[config.mk]
export PLATFORM = sky130hd
export DESIGN_NAME = number_display_sequencer
export DESIGN_NICKNAME = d
export VERILOG_FILES = /design/src/rtl/number_display_sequencer.sv
export SDC_FILE = /design/constraint.sdc
export NUM_CORES = 1
export LEC_CHECK = 0
export ABC_CLOCK_PERIOD_IN_PS = 2050
export CORE_MARGIN = 3
export CORE_UTILIZATION = 50
export DETAILED_ROUTE_END_ITERATION = 10
export PLACE_DENSITY_LB_ADDON = 0.25
export SLEW_MARGIN = 5
export SYNTH_ARGS = -nofsm -noshare
export SYNTH_HDL_FRONTEND = slang
export SYNTH_SLANG_ARGS = --single-unit
[constraint.sdc]
create_clock -name clock -period 2.05 [get_ports clock]
set_input_delay 0.3075 -clock clock [delete_from_list [all_inputs] [get_ports clock]]
set_output_delay 0.3075 -clock clock [all_outputs]
set_load 0.02 [all_outputs]
[src/rtl/number_display_sequencer.sv]
// LCD feeder: runs the LCD power-up command sequence, then sends a 6-word frame
// (set-address + 5 characters) showing `number` in decimal or binary whenever the inputs change.
module number_display_sequencer #(
  parameter int          ACK_TIMEOUT = 15,
  parameter logic [7:0]  LINE_ADDR   = 8'h80
) (
  input  logic       clock,
  input  logic       internal_reset,
  input  logic [4:0] number,
  input  logic       control,
  input  logic       lcd_busy,
  output logic [8:0] d_in,
  output logic       data_ready,
  output logic       seq_busy
);

  localparam int CW = $clog2(ACK_TIMEOUT + 1);

  typedef enum logic [2:0] {INIT_ISSUE, INIT_WAIT, IDLE, FRM_ISSUE, FRM_WAIT} state_t;

  state_t          r_state, w_nxt_state;
  logic [2:0]      r_idx, w_nxt_idx;
  logic [CW-1:0]   r_cnt, w_nxt_cnt;
  logic            r_rise, w_nxt_rise;
  logic [4:0]      r_num_s1, r_num_s2;
  logic            r_ctl_s1, r_ctl_s2;
  logic [5:0]      r_last, r_frame;
  logic [8:0]      r_d_in;
  logic            r_dr;

  logic [5:0]      w_key;
  logic            w_load, w_snap, w_accept, w_last_word;
  logic [8:0]      w_init_word, w_frm_word, w_issue_word;
  logic [4:0]      w_n;
  logic [1:0]      w_tens;
  logic [3:0]      w_units;

  assign w_key      = {r_ctl_s2, r_num_s2};
  assign d_in       = r_d_in;
  assign data_ready = r_dr;
  assign seq_busy   = (r_state != IDLE);

  always_comb begin
    case (r_idx)
      3'd0:    w_init_word = 9'h038;
      3'd1:    w_init_word = 9'h00C;
      3'd2:    w_init_word = 9'h001;
      default: w_init_word = 9'h006;
    endcase
  end

  // Frame words come only from the snapshot, so input changes mid-frame cannot tear it.
  always_comb begin
    w_n = r_frame[4:0];
    if (w_n >= 5'd30)      w_tens = 2'd3;
    else if (w_n >= 5'd20) w_tens = 2'd2;
    else if (w_n >= 5'd10) w_tens = 2'd1;
    else                   w_tens = 2'd0;
    w_units    = 4'(w_n - 5'(w_tens) * 5'd10);
    w_frm_word = 9'h120;
    case (r_idx)
      3'd0: w_frm_word = {1'b0, LINE_ADDR};
      3'd1: w_frm_word = r_frame[5] ? {1'b1, 7'h18, w_n[4]} : {1'b1, 6'h0C, w_tens};
      3'd2: w_frm_word = r_frame[5] ? {1'b1, 7'h18, w_n[3]} : {1'b1, 4'h3, w_units};
      3'd3: w_frm_word = r_frame[5] ? {1'b1, 7'h18, w_n[2]} : 9'h120;
      3'd4: w_frm_word = r_frame[5] ? {1'b1, 7'h18, w_n[1]} : 9'h120;
      3'd5: w_frm_word = r_frame[5] ? {1'b1, 7'h18, w_n[0]} : 9'h120;
      default: w_frm_word = 9'h120;
    endcase
    w_issue_word = (r_state == INIT_ISSUE) ? w_init_word : w_frm_word;
  end

  always_comb begin
    w_nxt_state = r_state;
    w_nxt_idx   = r_idx;
    w_nxt_cnt   = r_cnt;
    w_nxt_rise  = r_rise;
    w_load      = 1'b0;
    w_snap      = 1'b0;
    w_accept    = 1'b0;
    w_last_word = (r_state == INIT_WAIT) ? (r_idx == 3'd3) : (r_idx == 3'd5);
    case (r_state)
      INIT_ISSUE, FRM_ISSUE: begin
        if (!lcd_busy) begin
          w_load      = 1'b1;
          w_nxt_cnt   = '0;
          w_nxt_rise  = 1'b0;
          w_nxt_state = (r_state == INIT_ISSUE) ? INIT_WAIT : FRM_WAIT;
        end
      end
      INIT_WAIT, FRM_WAIT: begin
        // A driver that never raises busy still lets the sequence advance after the timeout.
        if (!r_rise) begin
          if (lcd_busy)                              w_nxt_rise = 1'b1;
          else if (r_cnt == CW'(ACK_TIMEOUT - 1))    w_accept   = 1'b1;
          else                                       w_nxt_cnt  = r_cnt + 1'b1;
        end else if (!lcd_busy) begin
          w_accept = 1'b1;
        end
        if (w_accept) begin
          if (w_last_word) begin
            w_nxt_idx   = '0;
            w_nxt_state = IDLE;
          end else begin
            w_nxt_idx   = r_idx + 3'd1;
            w_nxt_state = (r_state == INIT_WAIT) ? INIT_ISSUE : FRM_ISSUE;
          end
        end
      end
      IDLE: begin
        if (w_key != r_last) begin
          w_snap      = 1'b1;
          w_nxt_idx   = '0;
          w_nxt_state = FRM_ISSUE;
        end
      end
      default: w_nxt_state = INIT_ISSUE;
    endcase
  end

  always_ff @(posedge clock or negedge internal_reset) begin
    if (!internal_reset) begin
      r_state  <= INIT_ISSUE;
      r_idx    <= '0;
      r_cnt    <= '0;
      r_rise   <= 1'b0;
      r_num_s1 <= '0;
      r_num_s2 <= '0;
      r_ctl_s1 <= 1'b0;
      r_ctl_s2 <= 1'b0;
      r_last   <= 6'h3F;
      r_frame  <= '0;
      r_d_in   <= '0;
      r_dr     <= 1'b0;
    end else begin
      r_state  <= w_nxt_state;
      r_idx    <= w_nxt_idx;
      r_cnt    <= w_nxt_cnt;
      r_rise   <= w_nxt_rise;
      r_num_s1 <= number;
      r_num_s2 <= r_num_s1;
      r_ctl_s1 <= control;
      r_ctl_s2 <= r_ctl_s1;
      r_dr     <= w_load;
      if (w_load) r_d_in <= w_issue_word;
      if (w_snap) begin
        r_frame <= w_key;
        r_last  <= w_key;
      end
    end
  end

endmodule

==> impl_metrics.ini <==
[die]
start_util_pct = 53.6
pin_count = 20
die_y_um = 72.7
fp-row-count = 23
core_region_area_um2 = 4140
fp.dieArea_um2 = 5280
dieWidth_um = 72.7

[sta]
worst_slack_ns = 0.0998
whs_ns = 0.0531
slew_violations = 0
final.period_utilization_pct = 95.1
timing.fmax_mhz = 513
hold_violations = 0
fin_crit_ns = 1.95
rsz0062_at_grt = no
finalSetupViolations = 0
relSlewSlack_pct = 64.2
clock_skew_ns = 0.00721
worstMarginPinSlew_ns = 0.538
tns_ns = 0

[layout]
drive_above_1_share_pct = 22.4
nets = 251
area.growth.synth_to_final_pct = 17.5
finalNonFillerCells = 282
antenna_cells = 0

[global_route]
grt_max_degree = 45
gr-usage-all-layers_pct = 17.0
grt_overflow = 0
first_global_vias = 1467
grt_pass1_wl_mm = 6.82
antenna_found_initial = 0

[drt]
drc = 0
ant_nets = 0
drt_wl_total_mm = 4.11
drt_iter0_drc = 88
detail_route.wl_per_cell_um = 14.6
drt-pass1-iter-count = 4
vias_per_cell = 5.53
vias = 1559

[clocking]
cts_made_buffers = 5
cts-htree-levels = 2
clock-root-buffer = clkbuf_8
clock-sinks = 44
cts_buffer_depth = 2
clk_pin_slew_worst_paths_ns = 0.08
clk_latency_ns = 0.30
cts_tree = done

[synthesis]
synthFlopType = dfrtp_1
netlist_instances = 203
syn-num-nets = 223
synth_edf_count = 0
ys_warn_count = 0
synth_area_per_cell_um2 = 10.9
ys_seq_elements = 44
netlist-cell-type-count = 49
yosysSeqAreaShare_pct = 49.9
synthesis.area_um2 = 2220
ys_async_sr_fraction_pct = 100

[placement]
gp_congestion = 0.795
hpwl_mm = 2.93
io_buffers = 18
post-place-ws_ns = 0.0958
placed_cells = 272

[power]
power_frac_clock_pct = 14.2
p_int_mw = 2.42
power_frac_seq_pct = 37.7
power.combinational.fraction_pct = 48.1
ir_drop_uv = 586
switchingPower_mw = 1.53
p_sw_share_pct = 38.7
power.leakage_nw = 1.13
power_density_nw_per_um2 = 1510

[critical_path]
rr_startpoint = r_frame[2]$_DFFE_PN0P_
criticalPathCategory = flip-flop to primary output
ff2ff_path_depth = 7
crit_path_start_kind = flip-flop
path_max_fanout = 11
end_kind = primary output
cp.arrival_ns = 1.64
crit_start = r_state[1]$_DFFE_PN0P_
required_ns = 1.74

[status]
status = complete, no violations

[flow_run]
cap_violations = 0

[worst_hold_path]
hold_class = input port to async pin
[cell usage in the layout, fill, tap and decap left out, drive strengths merged, types with 3 or more instances in the layout]
master          n
dfrtp          38
clkdlybuf4s50  17
mux2           15
buf            15
o21ai          13
nand2          11
nor2           11
inv            10
ha             10
a21oi           9
xnor2           7
nand2b          7
clkbuf          7
dfstp           6
nor4b           4
nand3           4
o211ai          4
nor4            3
nor3            3
nor2b           3
a31oi           3
[registers in the layout, indices dropped and copies added (netlist names)]
register and count:
data_ready 1, r_num_s1 5, r_ctl_s2 1, d_in 8, r_num_s2 5, r_cnt 4
r_last 6, r_idx 3, r_ctl_s1 1, r_frame 6, r_rise 1, r_state 3
[path summary, 6_finish.rpt]
path	slack, ns	end
worst min-delay path	0.05	d_in[2]$_DFFE_PN0P_
max in group asynchronous	1.59	r_frame[3]$_DFFE_PN0P_
worst min register to register	0.35	r_ctl_s2$_DFF_PN0_
worst max-delay path	0.1	seq_busy
min in group clock	0.35	r_ctl_s2$_DFF_PN0_
worst max register to register	0.14	d_in[2]$_DFFE_PN0P_
[per-stage QoR]
step	utilization, %	area, um2	power (mW)
after detailed placement	60.0	2490	3.34
final	63.0	2610	3.95
after floorplan	-	2220	2.78
after global routing	63.0	2610	4.26
after global placement	60.0	2490	3.25
after CTS	62.3	2580	3.92
[cell usage after synthesis, drive strengths merged (2+ instances only)]
library cell	n	share of area (%)
buf	4	1.6
dfrtp	38	43
o31ai	2	0.68
nor3	3	0.68
a21oi	9	2.0
dfstp	6	7.1
ha	10	5.6
o22a	2	0.79
nand3b	2	0.68
clkbuf	7	1.2
nor4b	4	1.6
nor2	11	2.2
xor2	2	0.79
o21ai	13	3.1
nor2b	3	0.84
xnor2	7	2.8
nor4	3	0.84
o211ai	4	1.4
nand3	4	0.90
o41ai	2	0.79
nand2	11	1.9
or4	2	0.68
a31oi	3	0.84
nand4	2	0.56
mux2	15	7.6
nand2b	7	2.0
inv	10	1.7
[repair_timing]
| item | CTS | global route |
|---|---|---|
| setup endpoints to repair | 1 | 3 |
| setup buffers | 0 | 2 |
| resized for setup | 1 | 5 |
| pin swaps | 0 | 1 |
| hold buffers | 0 | 0 |
[routing by layer]
metal	track usage, %	vias to the layer above	share of wire (%)
met1	19.9	750	41
met3	4.13	6	4.5
met5	0	-	0
li1	-	767	-
met4	6.76	0	1.3
met2	29.7	36	53
[cell type report]
class / count / area [um2]
clock buffers: 7 / 86.3
clock inverters: 1 / 7.51
fillers: 345 / 1530
inverters: 10 / 37.5
multi-input cells: 138 / 1030
flip-flops and latches: 44 / 1110
well taps: 50 / 62.6
repair buffers: 32 / 280
[logic make-up (layout without fill, tap and decap cells)]
logic type / count (synthesis) / in the layout / synth area share, %
adders and majority gates: 12 / 12 / 6.98
xor gates and xnor gates: 9 / 9 / 3.55
AOI/OAI and AO/OA: 42 / 42 / 12.2
buffers and inverters: 21 / 50 / 4.50
DFF: 44 / 44 / 49.9
muxes: 16 / 16 / 8.05
other: 1 / 1 / 0.169
and+or+nand+nor: 58 / 58 / 14.6
[power by group through the flow]
stage	combinational (mW)	sequential, mW	clock [mW]
global route	2.11	1.53	0.613
finish	1.90	1.49	0.562
detailed placement	1.84	1.50	0
floorplan	1.32	1.46	0
global placement	1.79	1.46	0
CTS	1.86	1.48	0.581
[critical path, stage by stage (launching register included)]
cell             delay [ns]
dfrtp_2                0.49
nand2b_2               0.15
nor2_4                 0.05
inv_1                  0.06
clkdlybuf4s50_1        0.60
Note: power is estimated with default switching activity, not from simulation.
